[src/rtl/sram_stage_sequencer.sv]
// sram_stage_sequencer: grants a shared SRAM to up to eight client stages in
// ascending index order, one stage at a time, with a one-cycle gap between
// stages. When no stage owns the bus, the display-fetch address drives it.
// Optional watchdog: define SRAM_SEQ_TIMEOUT_EN to abort a stage that never
// reports completion within TIMEOUT_CYCLES run cycles.
module sram_stage_sequencer #(
   parameter int NUM_STAGES     = 3,
   parameter int ADDR_W         = 18,
   parameter int DATA_W         = 16,
   parameter int TIMEOUT_CYCLES = 50000000
) (
   input  logic                         Clock_50,
   input  logic                         Reset,
   input  logic                         Trigger,
   input  logic [NUM_STAGES-1:0]        Stage_mask,
   output logic [NUM_STAGES-1:0]        Stage_start,
   input  logic [NUM_STAGES-1:0]        Stage_finished,
   input  logic [NUM_STAGES*ADDR_W-1:0] Stage_address,
   input  logic [NUM_STAGES*DATA_W-1:0] Stage_write_data,
   input  logic [NUM_STAGES-1:0]        Stage_we_n,
   input  logic [ADDR_W-1:0]            Idle_address,
   output logic [ADDR_W-1:0]            SRAM_address,
   output logic [DATA_W-1:0]            SRAM_write_data,
   output logic                         SRAM_we_n,
   output logic                         Idle_enable,
   output logic                         Busy,
   output logic [2:0]                   Active_stage,
   output logic                         Done,
   output logic                         Timeout_error
);

   typedef enum logic [1:0] {S_IDLE, S_RUN, S_GAP, S_DONE} state_t;

   state_t                 state_q, state_n;
   logic [NUM_STAGES-1:0]  mask_q, mask_n;
   logic [2:0]             active_q, active_n;
   logic [NUM_STAGES-1:0]  act_onehot;
   logic                   act_finished;
   logic [ADDR_W-1:0]      sel_addr;
   logic [DATA_W-1:0]      sel_data;
   logic                   sel_we_n;
   logic                   wdog_expired;

   // Lowest set bit of a stage mask; remaining stages are always served in
   // ascending order, so this is also the next-higher enabled stage.
   function automatic logic [2:0] lowest_set(input logic [NUM_STAGES-1:0] m);
      logic [2:0] idx;
      idx = '0;
      for (int i = NUM_STAGES - 1; i >= 0; i--) begin
         if (m[i]) idx = i[2:0];
      end
      return idx;
   endfunction

   // Decode the active stage into a one-hot select and pick its bus signals.
   always_comb begin
      // NOTE: every always_comb output gets a default first so no path can infer a latch.
      act_onehot = '0;
      sel_addr   = '0;
      sel_data   = '0;
      sel_we_n   = 1'b1;
      for (int i = 0; i < NUM_STAGES; i++) begin
         if (active_q == i[2:0]) begin
            act_onehot[i] = 1'b1;
            sel_addr      = Stage_address[i*ADDR_W +: ADDR_W];
            sel_data      = Stage_write_data[i*DATA_W +: DATA_W];
            sel_we_n      = Stage_we_n[i];
         end
      end
   end

   assign act_finished = |(Stage_finished & act_onehot);

   // Next-state logic: accept a trigger, walk the latched mask, abort on watchdog.
   always_comb begin
      state_n  = state_q;
      mask_n   = mask_q;
      active_n = active_q;
      case (state_q)
         S_IDLE: begin
            if (Trigger && (|Stage_mask)) begin
               mask_n   = Stage_mask;
               active_n = lowest_set(Stage_mask);
               state_n  = S_RUN;
            end
         end
         S_RUN: begin
            if (act_finished) begin
               mask_n  = mask_q & ~act_onehot;
               state_n = S_GAP;
            end else if (wdog_expired) begin
               mask_n  = '0;
               state_n = S_DONE;
            end
         end
         S_GAP: begin
            if (|mask_q) begin
               active_n = lowest_set(mask_q);
               state_n  = S_RUN;
            end else begin
               state_n = S_DONE;
            end
         end
         S_DONE:  state_n = S_IDLE;
         default: state_n = S_IDLE;
      endcase
   end

   // State, latched mask and active index registers.
   always_ff @(posedge Clock_50) begin
      // NOTE: sequential state uses non-blocking assignments so all registers update together.
      if (Reset) begin
         state_q  <= S_IDLE;
         mask_q   <= '0;
         active_q <= '0;
      end else begin
         state_q  <= state_n;
         mask_q   <= mask_n;
         active_q <= active_n;
      end
   end

`ifdef SRAM_SEQ_TIMEOUT_EN
   logic [25:0] wdog_q;
   logic        tmo_q;

   assign wdog_expired = (wdog_q == 26'(TIMEOUT_CYCLES - 1));

   // Count run cycles of the current stage; zero outside S_RUN so each stage starts fresh.
   always_ff @(posedge Clock_50) begin
      if (Reset || (state_q != S_RUN)) wdog_q <= '0;
      else                             wdog_q <= wdog_q + 26'd1;
   end

   // Sticky timeout flag, cleared by reset or the next accepted trigger.
   always_ff @(posedge Clock_50) begin
      if (Reset)                                              tmo_q <= 1'b0;
      else if ((state_q == S_IDLE) && (state_n == S_RUN))     tmo_q <= 1'b0;
      else if ((state_q == S_RUN) && !act_finished && wdog_expired) tmo_q <= 1'b1;
   end

   assign Timeout_error = tmo_q;
`else
   assign wdog_expired  = 1'b0;
   assign Timeout_error = 1'b0;
`endif

   assign Stage_start     = (state_q == S_RUN) ? act_onehot : '0;
   assign SRAM_address    = (state_q == S_RUN) ? sel_addr : Idle_address;
   assign SRAM_write_data = (state_q == S_RUN) ? sel_data : '0;
   assign SRAM_we_n       = (state_q == S_RUN) ? sel_we_n : 1'b1;
   assign Idle_enable     = (state_q == S_IDLE);
   assign Busy            = (state_q != S_IDLE);
   assign Done            = (state_q == S_DONE);
   assign Active_stage    = active_q;

endmodule

[config.mk]
export PLATFORM = sky130hd
export DESIGN_NAME = sram_stage_sequencer
export DESIGN_NICKNAME = d
export VERILOG_FILES = /design/src/rtl/sram_stage_sequencer.sv
export SDC_FILE = /design/constraint.sdc
export NUM_CORES = 1
export LEC_CHECK = 0
export CAP_MARGIN = 10
export CELL_PAD_IN_SITES_DETAIL_PLACEMENT = 0
export CELL_PAD_IN_SITES_GLOBAL_PLACEMENT = 1
export CORE_ASPECT_RATIO = 1.25
export CORE_UTILIZATION = 16
export CTS_CLUSTER_SIZE = 30
export DETAILED_ROUTE_END_ITERATION = 8
export PLACE_DENSITY = 0.86
export SLEW_MARGIN = 40
export SYNTH_ARGS = -nofsm -noshare
export SYNTH_HDL_FRONTEND = slang
export SYNTH_SLANG_ARGS = --single-unit
[constraint.sdc]
create_clock -name Clock_50 -period 1.2 [get_ports Clock_50]
set_input_delay 0.12 -clock Clock_50 [delete_from_list [all_inputs] [get_ports Clock_50]]
set_output_delay 0.12 -clock Clock_50 [all_outputs]
set_load 0.05 [all_outputs]
======== Word-level counts from Yosys, hierarchy flattened ========
Cells that the tools add are included.
storage, ports and cells
  logic and storage cells ................. 58
  bits in registers ....................... 8
  output and inout bits ................... 45
  input bits .............................. 132
operators by class
  equal/unequal tests ..................... 8
  bitwise logic cells ..................... 3
  reductions and logical operators ........ 12
  mux-type cells .......................... 32
operators with widths
  cell                count
  $mux 18             4
  $mux 16             4
  $mux 3              9
  $pmux 3 s2          2
  $mux 2              5
  $reduce_or 3->1     3
  $pmux 2 s4          1
  $mux 1              7
  $and 3x3->3         2
  $reduce_and 3->1    2
  $reduce_bool 2->1   3
  $eq 2x2->1 const B  2
  $ne 2x2->1 const B  2
  $eq 3x1->1 const B  1
  $eq 3x2->1 const B  1
  $logic_not 3->1     1
  $not 3->3           1
  $eq 2x1->1 const B  1
  $logic_not 2->1     1
  $ne 2x1->1 const B  1
  $reduce_and 2->1    1
  $logic_and 1x1->1   1

======== Logic depth before layout (Yosys ltp) ========
Gate-level depths: netlist of the first run.
  word-level depth ........................ 6
  mapped depth ............................ 5
  depth with buffers taken out ............ 3

======== Least setup slack after synthesis of the first run ========
Ideal clock, no wire load.
  path kind ............................... register -> output
  start point ............................. register active_q[0], in the netlist Active_stage[0]
  end point ............................... output SRAM_address[11]
  slack ................................... -1.300 ns
  cell stages (with the launch flop) ...... 6
  data arrival time ....................... 2.380 ns
  buffers on the path ..................... 2
  data required time ...................... 1.080 ns
  path through ............................ dfxtp_1 -> buf_6 -> nor2b_1 -> clkbuf_1 -> a22oi_1 -> o21ai_0
between the ends
  longest elaborated chain between the ends .. 5
  elaborated cells on any way between the ends .. 7
  classes of those cells .................. 2 x eq/ne; 4 x mux; 1 x reduce/logical
RTL lines
  what                      RTL line  RTL
  start: declaration        36        logic [2:0] active_q, active_n;
  start signal: assignment  119       active_q <= active_n;
  $logic_not 3->1           63        if (active_q == i[2:0]) begin
  $mux 18 (2 in series)     63
  $mux 18 (*)               63
  $mux 18 (*)               149       assign SRAM_address = (state_q == S_RUN) ? sel_addr : Idle_address;
  end: declaration          22        output logic [ADDR_W-1:0] SRAM_address,
Mark *: on every way between the ends. The rest lies on a longest branch, timed or not.

======== Worst setup path in the final report of the first run ========
  start point ............................. register active_q[0], in the netlist Active_stage[0]
  end point ............................... output SRAM_address[3]
Same word-level chain as after synthesis.

==> impl_results.md, run 1 <==
- Most used cell along the critical path: buf_12
- Detailed Route WL: 8730 um
- Routed wl met3: 659 um
- NetSw: 2.00 mW
- Ratio of cells with drive above 1 in the final layout: 51.5%
- Post-Route Skew: 3.30 ps
- DR top layer: met4
- Fmax achieved: 575 MHz
- Routability cong.: 0.765
- Critical path peak fanout: 11
- Clock share of power: 11.8%
- Die W: 92.7 um
- Worst EP required: 1080 ps
- DRC viols: 0
- Yosys Warn Count: 0
- Arrival @ worst endpoint: 1620 ps
- Flop2flop setup slack: -230 ps
- Buffers on Ports: 174
- CTS tree: built
- Clk slew on worst S/H paths: 40 ps
- Clk_lat worst skew: 230 ps
- Slowest CP cell: dfxtp_4
- Pre-antenna DRT Iters: 4
- Tcrit/Tclk final: 145%
- Commonest non-fill, non-tap cell in the layout: clkdlybuf4s50_1
- # Max-Cap Violations: 0
- DR vias: 2533
- Mapped Cells: 217
- Critical path cell sequence: buf_12, mux2_4, a221oi_4, nor2_4, buf_12
- Routed len/inst: 15.4 um
- HPWL Detailed: 7240 um
- Synth Cell Area: 1650 sq um
- Syn Area/Cell: 7.59 sq um
- WP buf/inv: 2
- Area growth syn-to-layout: 223%
- Global-route wire length before repair: 13000 um
- Sw Share: 41.6%
- Vias per inst: 4.46
- Number of DRC markers in iteration 0: 68
- Most frequent cells in the layout: clkdlybuf4s50_1 (128), buf_12 (56), buf_4 (40), nand2_1 (28), a21oi_4 (16)
- Die ar.: 10700 sq um
- Netlist cell types: 41
- I/O pins: 177
- Nets: 572
- Cts hold-fix bufs: 0
- Critical Path Sink Type: output pin
- Critical path type: reg2out
- Failing checks: negative setup slack
- # clock sinks: 7
- Synth Register Bits: 7
- Final antenna-violating net count: 0
- Post-synth ARST share: 0%
- Met1 Wirelength: 2910 um
- CTS Buf Count: 3
- Site Rows: 41
- Vias in the first global route: 2627
- EDFF count, synth: 0
- Pwr Density: 903 nW/um^2
- RSZ-0062 raised after global routing: yes
- Comb pwr share: 81.9%
- Max stage delay on crit path: 400 ps
- VDD IR max: 0.537 mV
- Leakage: 2.02 nW
- Routed length on met2: 5030 um
- GRT Residual Overflow: 0
- Seq/Total Area, Yosys: 8.51%
- Die H: 115 um
- CTS Buffer Depth: 2
- Status: complete, but fails checks
- Part of the power in registers: 6.3%
- Antenna cells: 0
- HP Class: in2reg
- Initial Utilization: 16.4%
- Final hold violation count: 0
- Largest net degree at the start of global routing: 24
- Final Slew Violations: 0
- Post-layout util: 52.9%
- Layout fillers: 903
- CTS Root Buffer Type: clkbuf_16
- Final setup viols: 48
- Fin crit period: 1740 ps
- Final setup margin: -538 ps
- Startpoint type of the worst setup path: flop
- Setup tns final: -19370 ps
- Int Power: 2.81 mW
- Hold WS: 483 ps
- Total power: 4.80 mW
- Worst path top cell family by delay: flip-flops
- Main synth FF type: dfxtp_1
- Initial antenna violation count: 0
- Core Box Area: 10100 sq um
- All-Layer GR Usage: 15.4%
- Number of H-tree levels: 1
[repair_timing]
action / 4_1_cts / 5_1_grt
endpoints found under the setup margin: 48 / 48
pin swaps: 6 / 5
resized for setup: 24 / 16
setup buffers: 7 / 3
hold endpoints to repair: 0 / 0
gates cloned: 2 / 1
[kinds of logic after synthesis]
| kind of cell | synth area share (%) |
|---|---|
| buf+inv | 11.5 |
| simple gates | 23.3 |
| other cells | 0.228 |
| mux | 22.3 |
| flops | 8.51 |
| compound gates | 34.3 |
[final timing paths]
kind / startpoint / to / cells after the start
setup / recovery: Active_stage[0]$_SDFFE_PP0P_ / SRAM_address[3] / 5
hold / removal: Stage_mask[0] / mask_q[1]$_SDFFE_PP0P_ / 5
setup reg to reg: Active_stage[0]$_SDFFE_PP0P_ / mask_q[0]$_SDFFE_PP0P_ / 4
hold reg to reg: mask_q[2]$_SDFFE_PP0P_ / mask_q[2]$_SDFFE_PP0P_ / 2
[routing by layer]
| metal | up-vias | track usage [%] |
|---|---|---|
| li1 | 1238 | - |
| met1 | 1184 | 14.9 |
| met2 | 99 | 32.4 |
| met3 | 12 | 4.20 |
| met4 | 0 | 2.56 |
| met5 | - | 0 |
[stage by stage]
stage	instances	area [sq um]	setup WS (ps)
final	568	5320	-538
after global routing	568	5320	-599
after CTS	565	5230	-545
after detailed placement	552	4910	-478
after global placement	552	4910	-424
after floorplan	218	2220	-802
[power by group through the flow]
stage,Clock (mW),Sequential [mW],Combinational (mW)
2_1_floorplan,0,0.321,1.90
3_3_place_gp,0,0.308,3.64
3_5_place_dp,0,0.313,3.68
4_1_cts,0.574,0.304,3.91
5_1_grt,0.595,0.308,4.12
6_report,0.568,0.302,3.93
[Yosys cell counts, drive strengths merged, types with 2 or more instances]
library cell / count / share of area (%)
a22oi: 14 / 6.4
a21oi: 17 / 5.2
or2: 2 / 0.76
nor2: 28 / 6.8
nand2b: 5 / 1.9
a221oi: 17 / 14
nand2: 34 / 7.8
dfxtp: 7 / 8.5
o22ai: 4 / 1.5
o21ai: 11 / 3.3
nor2b: 3 / 1.1
buf: 21 / 9.3
inv: 7 / 1.7
clkbuf: 2 / 0.46
and2: 2 / 0.76
mux2: 28 / 21
[area by class of cell]
class | count | area, sq um | share of cell area, %
Timing Repair Buffer | 240 | 2950 | 55.3
Clock buffer | 4 | 78.8 | 1.48
Tap cell | 129 | 161 | 3.03
Multi-Input combinational cell | 181 | 1950 | 36.6
Inverter | 7 | 31.3 | 0.588
Sequential cell | 7 | 155 | 2.91
[flip-flops by register name, indices dropped and copies added (netlist names)]
signal / cells
state_q: 2
mask_q: 3
Active_stage: 2
[worst min-delay path, cell delays in order]
cell	delay (ps)
dlymetal6s2s_1	110
buf_4	150
nor2_1	50
o22ai_1	130
a221oi_1	90
(Power assumes the default switching activity.)
==> run 2: changes to the inputs <==
- CORE_ASPECT_RATIO: 1.25 -> 2
- CORE_UTILIZATION: 16 -> 19
- PLACE_DENSITY: 0.86 -> 0.95
- SLEW_MARGIN: 40 -> default
- clock period: 1.2 -> 2.2 ns (I/O delays scaled with it)
==> impl_results.md, run 2 (synthesized netlist as in run 1, its figures left out) <==
- Status: finished clean
- Critical path type: reg2out
- Buffers on Ports: 174
- Initial antenna violation count: 0
- Post-layout util: 48.4%
- WP buf/inv: 2
- Most used cell along the critical path: nor2_1
- Post-Route Skew: 0.491 ps
- Fmax achieved: 480 MHz
- Clk_lat worst skew: 230 ps
- HP Class: reg2reg
- CTS tree: built
- Nets: 518
- Pre-antenna DRT Iters: 5
- Critical Path Sink Type: output pin
- Critical path cell sequence: and2b_1, buf_4, nor2_1, nor2_1, buf_12
- Die W: 67.8 um
- Antenna cells: 0
- Leakage: 1.53 nW
- Routability cong.: 0.924
- DP Worst Slack: 264 ps
- Slowest CP cell: dfxtp_1
- HPWL Detailed: 6750 um
- Worst path top cell family by delay: simple AND/OR/NAND/NOR gates
- Global-route wire length before repair: 11800 um
- Die ar.: 9060 sq um
- Pwr Density: 513 nW/um^2
- Top reg by flops: mask_q
- Vias per inst: 4.93
- Worst slew pin tran: 508 ps
- Max FFs per register: 3
- CTS Buf Count: 3
- All-Layer GR Usage: 17.4%
- Area after DPL: 3960 sq um
- Number of DRC markers in iteration 0: 94
- DRC viols: 0
- Final setup margin: 117 ps
- Vias in the first global route: 2446
- Initial Utilization: 19.7%
- GRT Residual Overflow: 0
- Cts hold-fix bufs: 0
- Ratio of cells with drive above 1 in the final layout: 34.3%
- RSZ-0062 raised after global routing: no
- Fin crit period: 2080 ps
- Post-route cell area: 4040 sq um
- Startpoint type of the worst setup path: flop
- CTS Root Buffer Type: clkbuf_16
- Final setup viols: 0
- I/O pins: 177
- Routed len/inst: 17.2 um
- Final antenna-violating net count: 0
- Die H: 134 um
- Detailed Route WL: 8310 um
- Site Rows: 47
- Commonest non-fill, non-tap cell in the layout: clkdlybuf4s50_1
- Total power: 2.07 mW
- Most frequent cells in the layout: clkdlybuf4s50_1 (135), buf_12 (38), nand2_1 (34), nor2_1 (27), mux2_2 (18)
- Max stage delay on crit path: 610 ps
- Worst EP required: 1980 ps
- Area growth syn-to-layout: 145%
- Tcrit/Tclk final: 94.7%
- VDD IR max: 0.507 mV
- DR vias: 2383
- Final hold violation count: 0
- Clk slew on worst S/H paths: 40 ps
- CTS Buffer Depth: 2
- # Max-Cap Violations: 0
- Core Box Area: 8350 sq um
- Arrival @ worst endpoint: 1860 ps
- Worst rel slew slack: 65.6%
- Number of H-tree levels: 1
- Critical path peak fanout: 14
- # clock sinks: 7
- Largest net degree at the start of global routing: 29
- Final Slew Violations: 0
[run 2: cell types whose count changed in the layout (fill, tap and decap cells not counted), sizes merged]
cell,before,now
clkbuf,5,4
dlymetal6s2s,2,0
buf,106,51
bufbuf,2,0
clkdlybuf4s50,128,135
dlygate4sd2,1,0
[run 2: cell type report]
type / instances / area [sq um]
fill: 797 / 4310
multi-input combinational: 181 / 1460
clock buffer: 4 / 78.8
inverter: 7 / 28.8
tap: 98 / 123
timing repair buffer: 186 / 2210
sequential: 7 / 144
[run 2: report_power, final]
group	internal (mW)	switching [mW]	leakage, nW
Combinational	0.786	0.785	1.44
Sequential	0.144	0.0456	0.0585
Clock	0.241	0.0717	0.0382
Total	1.17	0.903	1.53
[run 2: repair_timing]
item,in CTS,in global routing
gates resized for setup,0,1
buffers inserted,0,0
endpoints found under the setup margin,0,15
[run 2: through the flow]
| stage | instances | setup TNS (ps) | hold slack [ps] |
|---|---|---|---|
| finish | 483 | 0 | 495 |
| global route | 483 | 0 | 518 |
| CTS | 483 | 0 | 493 |
| detailed placement | 479 | 0 | 488 |
| global placement | 479 | 0 | 474 |
| floorplan | 218 | -325 | 456 |
[run 2: path summary, 6_finish.rpt]
kind                                                    from                      to  slack (ps)  cells after the start
worst min register to register        mask_q[2]$_SDFFE_PP0P_  mask_q[2]$_SDFFE_PP0P_         490                      2
worst min-delay path                  mask_q[2]$_SDFFE_PP0P_  mask_q[2]$_SDFFE_PP0P_         490                      2
worst max register to register  Active_stage[0]$_SDFFE_PP0P_  mask_q[1]$_SDFFE_PP0P_         570                      4
worst max-delay path                 state_q[0]$_SDFFE_PP0P_         SRAM_address[7]         120                      5
[run 2: tightest hold or removal path, delay by kind of cell (launching register included)]
kind,cells,cell delay [ps]
flops,1,320
buf+inv,1,60
compound gates,1,60
[run 2: layer usage]
metal | part of all wire (%) | global-route usage, %
met4 | 2.6 | 5.44
met2 | 57 | 35.5
met3 | 9.9 | 3.25
met1 | 31 | 15.6
met5 | 0 | 0
==> run 3: changes to the inputs <==
- CTS_CLUSTER_DIAMETER: default -> 120
==> results of run 3 <==
Same layout as run 2: the final DEF is identical, and so are final timing and power.
